**src/rtl/sdram_slot_mux.sv**
```systemverilog
// Front end for the 8-bit SDRAM controller: merges a priority CPU port and a
// FIFO-buffered loader stream into one access per clkref slot.
module sdram_slot_mux #(
    parameter int unsigned ADDR_W     = 25,
    parameter int unsigned FIFO_DEPTH = 16
) (
    input  logic              clk,
    input  logic              reset,
    input  logic              clkref,
    input  logic [ADDR_W-1:0] cpu_addr,
    input  logic [7:0]        cpu_din,
    input  logic              cpu_oe,
    input  logic              cpu_we,
    output logic [7:0]        cpu_dout,
    input  logic              ld_valid,
    output logic              ld_ready,
    input  logic [ADDR_W-1:0] ld_addr,
    input  logic [7:0]        ld_data,
    output logic              ld_busy,
    output logic [ADDR_W-1:0] mem_addr,
    output logic [7:0]        mem_din,
    input  logic [7:0]        mem_dout,
    output logic              mem_oe,
    output logic              mem_we
);
    localparam int unsigned PTR_W = $clog2(FIFO_DEPTH);
    localparam int unsigned CNT_W = $clog2(FIFO_DEPTH + 1);
    localparam logic [CNT_W-1:0] FULL = CNT_W'(FIFO_DEPTH);

    typedef enum logic [1:0] {IDLE, CPU_RD, CPU_WR, LD_WR} grant_t;

    grant_t            state, state_nx;
    logic              ref_d;
    logic              fall;
    logic [ADDR_W+7:0] fifo_mem [FIFO_DEPTH];
    logic [ADDR_W+7:0] head;
    logic [PTR_W-1:0]  wr_ptr, rd_ptr;
    logic [CNT_W-1:0]  count;
    logic              fifo_empty, push, pop;
    logic              oe_nx, we_nx;
    logic [ADDR_W-1:0] addr_nx;
    logic [7:0]        din_nx;

    // Grants change only on falling edges so mem_* settles half a slot
    // before the controller samples on the rising edge.
    assign fall       = ref_d & ~clkref;
    assign fifo_empty = (count == '0);
    assign ld_ready   = ~reset & (count != FULL);
    assign push       = ld_valid & ld_ready;
    assign head       = fifo_mem[rd_ptr];
    assign ld_busy    = ~fifo_empty | (state == LD_WR);

    always_comb begin
        state_nx = state;
        oe_nx    = mem_oe;
        we_nx    = mem_we;
        addr_nx  = mem_addr;
        din_nx   = mem_din;
        pop      = 1'b0;
        if (fall) begin
            if (cpu_we) begin
                state_nx = CPU_WR;
                oe_nx    = 1'b0;
                we_nx    = 1'b1;
                addr_nx  = cpu_addr;
                din_nx   = cpu_din;
            end else if (cpu_oe) begin
                state_nx = CPU_RD;
                oe_nx    = 1'b1;
                we_nx    = 1'b0;
                addr_nx  = cpu_addr;
            end else if (!fifo_empty) begin
                state_nx = LD_WR;
                oe_nx    = 1'b0;
                we_nx    = 1'b1;
                addr_nx  = head[ADDR_W+7:8];
                din_nx   = head[7:0];
                pop      = 1'b1;
            end else begin
                state_nx = IDLE;
                oe_nx    = 1'b0;
                we_nx    = 1'b0;
            end
        end
    end

    always_ff @(posedge clk) begin
        if (reset) begin
            state    <= IDLE;
            ref_d    <= 1'b0;
            mem_oe   <= 1'b0;
            mem_we   <= 1'b0;
            mem_addr <= '0;
            mem_din  <= '0;
            cpu_dout <= 8'hFF;
            wr_ptr   <= '0;
            rd_ptr   <= '0;
            count    <= '0;
        end else begin
            ref_d    <= clkref;
            state    <= state_nx;
            mem_oe   <= oe_nx;
            mem_we   <= we_nx;
            mem_addr <= addr_nx;
            mem_din  <= din_nx;
            // The slot that just ended was the read; its data is on mem_dout now.
            if (fall && state == CPU_RD)
                cpu_dout <= mem_dout;
            if (push)
                wr_ptr <= wr_ptr + PTR_W'(1);
            if (pop)
                rd_ptr <= rd_ptr + PTR_W'(1);
            case ({push, pop})
                2'b10:   count <= count + CNT_W'(1);
                2'b01:   count <= count - CNT_W'(1);
                default: count <= count;
            endcase
        end
    end

    always_ff @(posedge clk) begin
        if (push)
            fifo_mem[wr_ptr] <= {ld_addr, ld_data};
    end
endmodule

```
**config.mk**
```make
export PLATFORM = sky130hd
export DESIGN_NAME = sdram_slot_mux
export DESIGN_NICKNAME = d
export VERILOG_FILES = /design/src/rtl/sdram_slot_mux.sv
export SDC_FILE = /design/constraint.sdc
export NUM_CORES = 1
export LEC_CHECK = 0
export BUFFER_PORTS_ARGS = -buffer_cell sky130_fd_sc_hd__buf_4
export CAP_MARGIN = 20
export CORE_MARGIN = 2
export CORE_UTILIZATION = 60
export CTS_CLUSTER_SIZE = 20
export DETAILED_ROUTE_END_ITERATION = 16
export PLACE_DENSITY = 0.79
export SLEW_MARGIN = 10
export SYNTH_ARGS = -nofsm -noshare
export SYNTH_HDL_FRONTEND = slang
export SYNTH_SLANG_ARGS = --single-unit
```
**constraint.sdc**
```tcl
create_clock -name clk -period 5.2 [get_ports clk]
set_clock_uncertainty 0.15 [all_clocks]
set_input_delay 0.52 -clock clk [delete_from_list [all_inputs] [get_ports clk]]
set_output_delay 0.52 -clock clk [all_outputs]
set_load 0.1 [all_outputs]
```
# Yosys cells after proc, flatten, opt, wreduce, memory -nomap -nowiden
# Memory sizes are Yosys's and may differ from the RTL's. A register that Yosys moved wholly into a read port is not among the register bits.
# Index checks and enable logic that the tools add are counted.
[op_classes]
add_sub_neg = 4
multipliers = 0
div_mod_pow = 0
magnitude_cmp = 0
eq_ne = 8
shift = 0
muxes = 21
n_bitwise = 7
n_reduce_logical = 5
[ops]
columns = ["op", "count"]
rows = [
  ["two-way mux 25 bit", 3],
  ["two-way mux 8 bit", 3],
  ["case mux 5 bit (2 select lines)", 1],
  ["two-way mux 1 bit", 9],
  ["adder 4 x 1 -> 4 bit (second input constant)", 2],
  ["two-way mux 4 bit", 2],
  ["two-way mux 2 bit", 3],
  ["adder 5 x 1 -> 5 bit (second input constant)", 1],
  ["logical NOT 5 bit", 1],
  ["!= test 5 bit (second input constant)", 1],
  ["subtractor 5 x 1 -> 5 bit (second input constant)", 1],
  ["equality test 2 x 1 -> 1 bit (second input constant)", 2],
  ["equality test 2 bit (second input constant)", 2],
  ["AND 1 bit", 3],
  ["!= test 3 bit (second input constant)", 1],
  ["NOT 1 bit", 3],
  ["AND reduction 3 bit", 1],
  ["!= test 2 x 1 -> 1 bit (second input constant)", 1],
  ["!= test 2 bit (second input constant)", 1],
  ["AND reduction 2 bit", 1],
  ["nonzero test 2 bit", 1],
  ["logical AND 1 bit", 1],
  ["bitwise OR 1 bit", 1],
]
[totals]
register_bits = 59
latchBits = 0
ram_bits = 528
rom_bits = 0
input_bits = 80
out_inout_bits = 45
n_memories = 1
[memory_table]
columns = ["name", "depth", "width", "read_ports", "rd_ports_with_merged_regs", "write_ports", "line_no", "text"]
rows = [
  ["fifo_mem", 16, 33, 1, 1, 1, "35", "logic [ADDR_W+7:0] fifo_mem [FIFO_DEPTH];"],
]

# Logic depth before layout (Yosys ltp)
# Gate-level depths: netlist of the first run.
[logic_depth]
depth_word = 7
ltp_mapped = 12
ltp_nobuf = 10

# Worst setup path after synthesis of the first run
# Ideal clock, no wire load.
[synth_timing]
kind = "reg2reg"
startpoint = "register count[2]"
endpoint = "memory fifo_mem[3][0] (netlist name), enable pin"
arrival_time_ns = 3.679
path_slack_ns = 0.907
path_stages_with_launch = 6
path_buffers = 1
synth_period_minus_slack_ns = 4.293
path_cell_list = "dfxtp_1 clkbuf_1 nor4_4 a21oi_1 nand2_1 nor3_1"
[synth_via]
elab_chain_len = 5
[synth_lines]
columns = ["item", "line_no", "text"]
rows = [
  ["start: declaration", "38", "logic [CNT_W-1:0] count;"],
  ["start signal: assignment", "114", "2'b10: count <= count + CNT_W'(1);"],
  ["start signal: assignment", "115", "2'b01: count <= count - CNT_W'(1);"],
  ["start signal: assignment", "116", "default: count <= count;"],
  ["!= test 5 bit", "48", "assign ld_ready = ~reset & (count != FULL);"],
  ["AND 1 bit", "48", ""],
  ["AND 1 bit", "49", "assign push = ld_valid & ld_ready;"],
  ["two-way mux 1 bit", "122", "if (push)"],
  ["two-way mux 1 bit (implied by the code)", "123", "fifo_mem[wr_ptr] <= {ld_addr, ld_data};"],
  ["end: declaration", "35", ""],
]
# Every way passes these cells.

# Final worst setup path of the first run
[layout_timing]
startpoint = "register count[2]"
endpoint = "memory fifo_mem[11][30] (netlist name), enable pin"
# The elaborated chain is that of the path after synthesis.

==> metrics, run 1 <==
CTS Buf Count 56; nets@finish between 1,000 and 1,500; layout cells sized above 1 0.330; GRT Total Usage 0.272; full die area 39,400 um2; remaining routing DRC violations 0; Max stage delay on crit path around 0.8 ns; Place WS roughly 1.3 ns; critical path startpoint count[2]; leakage dissipation 8.31 nW; Mapped Avg Cell Area approximately 21 um2; maximum net fanout on the critical path 22; WP data required approximately 5.3 ns; peak supply drop between 200 and 300 uV; WS Path Type reg -> reg; crit path capture type flip-flop; I/O Buffers ~120; Clock Path Buffers 3; post-route minimum period between 3 and 4 ns; Cell Area, Placed 24,300 um2; initial antenna violation count 0; total placed cells including tap cells between 1,500 and 2,000; Max Clk Rate between 0.2 and 0.3 GHz; Non-Filler Instances 1,802; Layout Utilization 0.700; post-synth top area cell edfxtp_1; clock sink count 590; drt wl/cell between 20 and 30 um; Register-to-Register Setup Slack 1.75 ns; Total Power ~9.8 mW; Mapped Area around 23,000 um2; CTS Root Cell clkbuf_16; RSZ-0062 raised after global routing no; Initial Utilization 0.605; top cells by area, synth edfxtp_1 70%, mux4_2 16%, dfxtp_1 5.5%, nand2_1 1.3%, a311oi_1 1.3%; final period utilization 0.663; max_cap viols 0; FF+latch count, synth 590; sequential share of the synthesized area 0.754; Slew Limit Fails 0; DR vias 11,500; Arrival @ worst endpoint approximately 3.6 ns; total power per unit cell area roughly 370 nW/um2; drt first pass iters 5; Setup Viol. Count Final 0; initial DRC count 1,207; largest net degree at the start of global routing just under 80; Main synth FF type edfxtp_1; Post-Syn Nets between 1,000 and 1,500; ant diodes 0; Slew @ Worst Pin around 1.2 ns; Hold Vio Cnt, Final 0; Routed Wire Length a little over 50 mm; gate count of the mapped netlist 1,090; cell family with most CP delay simple AND/OR/NAND/NOR gates; RR Startpoint count[2]; share of the synthesized area in the top cell type 0.699; Slowest-stage cell, CP nor2_4; cell row count 71; Std-Cell Core Area 37,500 um2; slew margin rel. 0.225; clock transition at the registers of the reported paths around 0.060 ns; Ys Warns 0; Worst Slack Setup Final between 1.5 and 2 ns; Final ANT Viol Nets 0; IO Pins between 100 and 150; Synth cell types between 40 and 50; Hold Crit Start clkref; Final HPWL DP around 29 mm; top cells by count, synth 528 x edfxtp_1, 165 x mux4_2, 80 x nand2_1, 63 x nor2_1, 62 x dfxtp_1; most frequent cell after synthesis edfxtp_1; number of global-route vias before repair between 10,000 and 15,000; synthesis-to-finish area growth 15.7%; final instance area about 26,000 um2; Crit path buffers/inverters 1; via density per instance 6.39; Die W about 200 um; H-tree depth 2; CTS tree done; first-pass GRT wire length 76.6 mm; status completed; worst min path class in -> reg; grt total ovfl 0; Final GP Congestion approximately 0.77; die height roughly 200 um; setup TNS 0 ns; Async SR Flop Fraction 0; Post-synth EDFFs 528; worst-skew pair later-pin latency 0.60 ns; worst-path cell chain nor4_4, a21oi_1, nand2_1, nor2_4, buf_4; Worst setup SP type flip-flop; final hold slack 0.0441 ns
## area by class of cell
| class | instances | area [um2] |
|---|---|---|
| sequential | 590 | 17100 |
| clock inverter | 28 | 323 |
| tap | 511 | 639 |
| fill | 2216 | 11300 |
| inverter | 5 | 18.8 |
| clock buffer | 77 | 1530 |
| timing repair buffer | 162 | 1260 |
| multi-input combinational | 429 | 5360 |
## sequential cells by signal (all words and copies together), names as in the netlist, named ones only
name,count
fifo_mem,528
wr_ptr,4
mem_addr,25
state,1
ref_d,1
cpu_dout,8
mem_we,1
rd_ptr,4
mem_din,8
count,5
mem_oe,1
## metal layers
layer	global-route usage	vias up	part of all wire
met5	0	-	0
met4	0.0843	0	0.026
met3	0.0439	92	0.079
met2	0.463	637	0.52
met1	0.368	5978	0.38
li1	-	4802	-
## repair_timing
action                                 4_1_cts  5_1_grt
buffers inserted                             0        0
endpoints found under the hold margin        8        0
hold buffers                                 8        0
gates resized for setup                      0        0
## path summary, 6_finish.rpt
kind                            to  cells after the start
hold reg to reg             mem_oe                      2
setup / recovery  fifo_mem[11][30]                      5
setup reg to reg  fifo_mem[11][30]                      5
hold / removal               ref_d                      2
## report_power, final
group | switching [mW] | internal [mW] | leakage [nW] | total, mW
clock network | 1.70 | 2.41 | 0.903 | 4.11
registers | 0.0254 | 5.21 | 5.26 | 5.24
logic | 0.321 | 0.149 | 2.15 | 0.470
total | 2.05 | 7.77 | 8.31 | 9.82
## cells by family (layout without fill, tap and decap cells)
group / Yosys count / after routing / synth area share
xor+xnor: 10 / 10 / 0.00386
buf+inv: 71 / 272 / 0.0156
simple gates: 179 / 179 / 0.0349
fa+ha+maj: 8 / 8 / 0.00441
mux: 167 / 167 / 0.165
compound gates: 65 / 65 / 0.0227
flops: 590 / 590 / 0.754
## cells in the final DEF (no fill, tap or decap), types with 3 or more instances in the layout
cell           count
a211o_1            9
a21oi_1            8
a311oi_1          33
buf_4            152
bufinv_16          7
clkbuf_1          17
clkbuf_16         57
clkbuf_8           3
clkinv_1           8
clkinv_2           9
dfxtp_1           58
dlygate4sd3_1      8
edfxtp_1         528
ha_1               8
inv_1              4
mux4_2           165
nand2_1           80
nand2b_1           4
nor2_1            50
nor2_4            12
nor2b_1           10
nor3_2             4
xor2_1             8
(Power assumes the default switching activity.)
==> run 2: changes to the inputs <==
--- a/config.mk
+++ b/config.mk
@@ -8,10 +8,10 @@
 export BUFFER_PORTS_ARGS = -buffer_cell sky130_fd_sc_hd__buf_4
 export CAP_MARGIN = 20
 export CORE_MARGIN = 2
-export CORE_UTILIZATION = 60
+export CORE_UTILIZATION = 55
 export CTS_CLUSTER_SIZE = 20
 export DETAILED_ROUTE_END_ITERATION = 16
-export PLACE_DENSITY = 0.79
+export PLACE_DENSITY = 0.76
 export SLEW_MARGIN = 10
 export SYNTH_ARGS = -nofsm -noshare
 export SYNTH_HDL_FRONTEND = slang
==> constraint.sdc (replaced) <==
create_clock -name clk -period 3.1 [get_ports clk]
set_clock_uncertainty 0.15 [all_clocks]
set_input_delay 0.31 -clock clk [delete_from_list [all_inputs] [get_ports clk]]
set_output_delay 0.31 -clock clk [all_outputs]
set_load 0.1 [all_outputs]
==> metrics, run 2 (synthesis gave the netlist of run 1 again) <==
Non-Filler Instances around 1,900; number of global-route vias before repair 12,300; largest net degree at the start of global routing just under 70; drt first pass iters 5; maximum net fanout on the critical path 7; total placed cells including tap cells between 1,500 and 2,000; GRT Total Usage 0.243; Std-Cell Core Area around 41,000 um2; initial DRC count around 1,500; drt wl/cell about 27 um; Hold Path Cell Cnt 4; CTS tree done; worst min path class in -> reg; WP data required about 3.4 ns; CTS Root Cell clkbuf_16; FILL cells ~2,500; Clock Path Buffers 3; grt total ovfl 0; synthesis-to-finish area growth 20.2%; Initial Utilization 0.557; max_cap viols 0; leakage dissipation ~8.7 nW; Die W approximately 210 um; WS Path Type in -> reg; IO Pins ~130; Hold Vio Cnt, Final 0; full die area roughly 43,000 um2; total power per unit cell area 612 nW/um2; status completed; crit path capture type flip-flop; final instance area about 27,000 um2; first-pass GRT wire length between 70 and 80 mm; Max Clk Rate 0.342 GHz; Worst setup SP type input pin; final hold slack about 0.071 ns; slew margin rel. 0.409; final period utilization 0.944; commonest non-fill, non-tap cell in the layout edfxtp_1; Final HPWL DP between 20 and 30 mm; Slew Limit Fails 0; most frequent cells in the layout 528 x edfxtp_1, 165 x mux4_2, 162 x buf_4; post-route minimum period about 3 ns; layout cells sized above 1 0.324; H-tree depth 2; remaining routing DRC violations 0; worst-skew pair later-pin latency roughly 0.60 ns; Final ANT Viol Nets 0; peak supply drop between 400 and 500 uV; Cell Area, Placed approximately 25,000 um2; I/O Buffers 124; cell row count 74; Slew @ Worst Pin 0.887 ns; Routed Wire Length about 50 mm; Arrival @ worst endpoint around 3.2 ns; Final GP Congestion between 0.7 and 0.8; setup TNS 0 ns; clock sink count just under 600; DR vias around 12,000; Total Power around 17 mW; via density per instance approximately 6.2; clock transition at the registers of the reported paths 0.06 ns; Setup Viol. Count Final 0; Largest regs fifo_mem x528, mem_addr x25; Most flops, register fifo_mem; worst reg-to-reg path cell count 6; CTS Buf Count 55; nets@finish between 1,000 and 1,500; initial antenna violation count 2; die height ~210 um; max reg flops 528
==> run 2: cell types whose count changed in the layout (fill, tap and decap cells not counted), sizes merged <==
cell         previous run  this run
clkinvlp                2         1
diode                   0         2
clkinv                 18        28
inv                     6         5
dlygate4sd3             8        76
buf                   154       172
bufinv                  7        10
clkbuf                 77        64
==> run 2: final cells by class <==
class	instances	area (um2)	share of cell area
Multi-Input combinational cell	429	5390	0.198
Sequential cell	590	17100	0.628
Clock inverter	39	448	0.0164
Antenna cell	2	5.00	0.000184
Inverter	5	18.8	0.000689
Tap cell	532	666	0.0244
Clock buffer	64	1450	0.0532
Timing Repair Buffer	248	2180	0.0799
==> run 2: final timing paths <==
| check | from | to | slack (ns) |
|---|---|---|---|
| setup / recovery | cpu_oe | count[4] | 0.17 |
| hold / removal | cpu_we | mem_din[6] | 0.07 |
| setup reg to reg | count[2] | fifo_mem[6][23] | 0.18 |
| hold reg to reg | mem_oe | mem_oe | 0.32 |
==> run 2: metal layers <==
layer / global-route usage / wire, um / share of wire
met1: 0.328 / 19200 / 0.37
met2: 0.401 / 26200 / 0.51
met3: 0.0406 / 4270 / 0.083
met4: 0.0941 / 1670 / 0.033
met5: 0 / 0 / 0
==> run 2: report_power, final <==
group	leakage [nW]	switching, mW	internal [mW]	total, mW
clock	0.931	2.85	4.18	7.03
combinational	2.52	0.556	0.314	0.870
sequential	5.26	0.0381	8.74	8.78
total	8.72	3.45	13.2	16.7
==> run 2: critical path, stage by stage <==
cell	delay, ns
dlygate4sd3_1	0.54
buf_4	0.16
nor4b_2	0.42
a21boi_1	0.27
ha_2	0.29
xor2_1	0.19
ha_1	0.18
a31oi_1	0.09
nor2_1	0.19
o31ai_1	0.09
or4_1	0.51
==> run 2: timing repair <==
action,in CTS,in global routing
setup endpoints to repair,0,2
hold buffers,76,0
hold endpoints to repair,572,0
buffers inserted,0,1
resized for setup,0,1
==> run 2: per-stage QoR <==
| stage | setup slack (ns) | utilization |
|---|---|---|
| after detailed placement | 0.104 | 0.603 |
| final | 0.175 | 0.669 |
| after floorplan | -0.313 | - |
| after global routing | -0.00287 | 0.669 |
| after CTS | 0.126 | 0.669 |
| after global placement | 0.213 | 0.603 |
==> run 3: changes to the inputs <==
--- a/config.mk
+++ b/config.mk
@@ -5,13 +5,16 @@
 export SDC_FILE = /design/constraint.sdc
 export NUM_CORES = 1
 export LEC_CHECK = 0
+export ABC_AREA = 0
 export BUFFER_PORTS_ARGS = -buffer_cell sky130_fd_sc_hd__buf_4
 export CAP_MARGIN = 20
+export CELL_PAD_IN_SITES_DETAIL_PLACEMENT = 1
+export CELL_PAD_IN_SITES_GLOBAL_PLACEMENT = 1
 export CORE_MARGIN = 2
-export CORE_UTILIZATION = 55
+export CORE_UTILIZATION = 48
 export CTS_CLUSTER_SIZE = 20
 export DETAILED_ROUTE_END_ITERATION = 16
-export PLACE_DENSITY = 0.76
+export PLACE_DENSITY_LB_ADDON = 0.1
 export SLEW_MARGIN = 10
 export SYNTH_ARGS = -nofsm -noshare
 export SYNTH_HDL_FRONTEND = slang
==> metrics, run 3 (synthesis gave the netlist of run 1 again) <==
clock transition at the registers of the reported paths around 0.06 ns; worst-path cell chain nor4_4, a21oi_1, inv_1, ha_1, xor2_1, ha_1, a31oi_1, o32ai_1, or4_1; Initial Utilization 0.487; full die area approximately 49,000 um2; Std-Cell Core Area roughly 47,000 um2; Place WS 0.194 ns; largest net degree at the start of global routing approximately 70; post-cts resize count 0; critical path startpoint count[1]; CTS Hold Bufs 77; first-pass GRT wire length around 82 mm; Most flops, register fifo_mem; max_cap viols 0; IO Pins roughly 130; setup bufs post-CTS 0; I/O Buffers between 100 and 150; area occupied by multi-input gates approximately 5400 um2; layout cells sized above 1 0.332; Die W approximately 220 um; FILL cells 3,978; max reg flops between 500 and 600; nets@finish 1,435; WS Path Type reg -> reg; via density per instance about 5.8; Top cell by count, worst path ha_1; maximum net fanout on the critical path 7; CTS tree done; Slew Limit Fails 0; Worst setup SP type flip-flop; slew margin rel. 0.375; worst-skew pair later-pin latency ~0.63 ns; Total Power 17.1 mW; final period utilization 0.930; most frequent cells in the layout 528 x edfxtp_1, 176 x buf_4, 165 x mux4_2; Crit path buffers/inverters 1; commonest non-fill, non-tap cell in the layout edfxtp_1; crit path capture type flip-flop; Max Clk Rate 0.347 GHz; Slowest-stage cell, CP nor4_4; Largest regs fifo_mem x528, mem_addr x25; Arrival @ worst endpoint about 3.2 ns; Routed Wire Length 54.3 mm; CTS Root Cell clkbuf_16; RSZ-0062 raised after global routing no; cell row count slightly below 80; Max stage delay on crit path 0.43 ns; RR Startpoint count[1]; remaining routing DRC violations 0; Hold Vio Cnt, Final 0; CTS Buf Count 59; GRT Total Usage 0.226; register area 17,100 um2; Slew @ Worst Pin roughly 0.94 ns; synthesis-to-finish area growth 21.6%; worst min path class in -> reg; peak supply drop between 500 and 600 uV; status completed; total power per unit cell area between 600 and 700 nW/um2; Hold Crit Start cpu_we; Worst Slack Setup Final around 0.22 ns; leakage dissipation about 8.9 nW; drt first pass iters 5; initial DRC count approximately 980; DR vias approximately 12,000; Final GP Congestion between 0.7 and 0.8; die height 221 um; grt total ovfl 0; Final ANT Viol Nets 0; Final HPWL DP between 30 and 40 mm; clock sink count 590; post-route minimum period just under 3 ns; drt wl/cell around 27 um; Clock Path Buffers 3; initial antenna violation count 1; H-tree depth 2; Setup Viol. Count Final 0; cell family with most CP delay simple AND/OR/NAND/NOR gates; number of global-route vias before repair 12,700; WP data required about 3.4 ns
[run 3: cell count changes in the layout (fill, tap and decap cells not counted), moves of 2 or more]
cell	delta
clkbuf_16	+4
buf_4	+14
clkinv_2	+3
inv_16	+2
clkinv_1	-5
clkbuf_1	+8
clkbuf_8	-2
[run 3: cell type report]
class	count	area share
Sequential cell	590	0.620
Clock buffer	74	0.0564
Tap cell	607	0.0275
Multi-Input combinational cell	429	0.195
Clock inverter	38	0.0170
Inverter	5	0.000681
Antenna cell	1	0.0000908
Timing Repair Buffer	262	0.0824
[run 3: metrics by stage]
step	cells	hold WS (ns)	util	TNS [ns]	area (um2)
2_1_floorplan	1090	0.259	-	-107.86	22700
4_1_cts	2005	0.00243	0.592	0	27600
3_5_place_dp	1816	0.320	0.532	0	24800
3_3_place_gp	1816	0.302	0.532	0	24800
5_1_grt	2006	0.0498	0.592	0	27600
6_report	2006	0.0415	0.592	0	27600
[run 3: routing by layer]
metal	wire, um	global-route usage	vias to the layer above
li1	-	-	5021
met1	23500	0.313	6217
met2	27500	0.381	265
met3	2160	0.0296	83
met4	1160	0.0652	0
met5	0	0	-
[run 3: worst paths after layout]
check | end | slack, ns | cells after the start
worst max-delay path | count[4] | 0.22 | 9
worst min-delay path | mem_din[6] | 0.04 | 4
worst max register to register | count[4] | 0.22 | 9
worst min register to register | state[0] | 0.33 | 2
[run 3: worst register-to-register path, stage by stage (launching register included)]
cell and delay [ns]:
dfxtp_1 0.39, nor4_4 0.44, a21oi_1 0.16, inv_1 0.08
ha_1 0.29, xor2_1 0.11, ha_1 0.19, a31oi_1 0.34
o32ai_1 0.17, or4_1 0.43
[run 3: power by group]
group	switching, mW	total [mW]	internal, mW
combinational	0.552	0.868	0.316
clock	3.03	7.43	4.40
sequential	0.0376	8.78	8.74
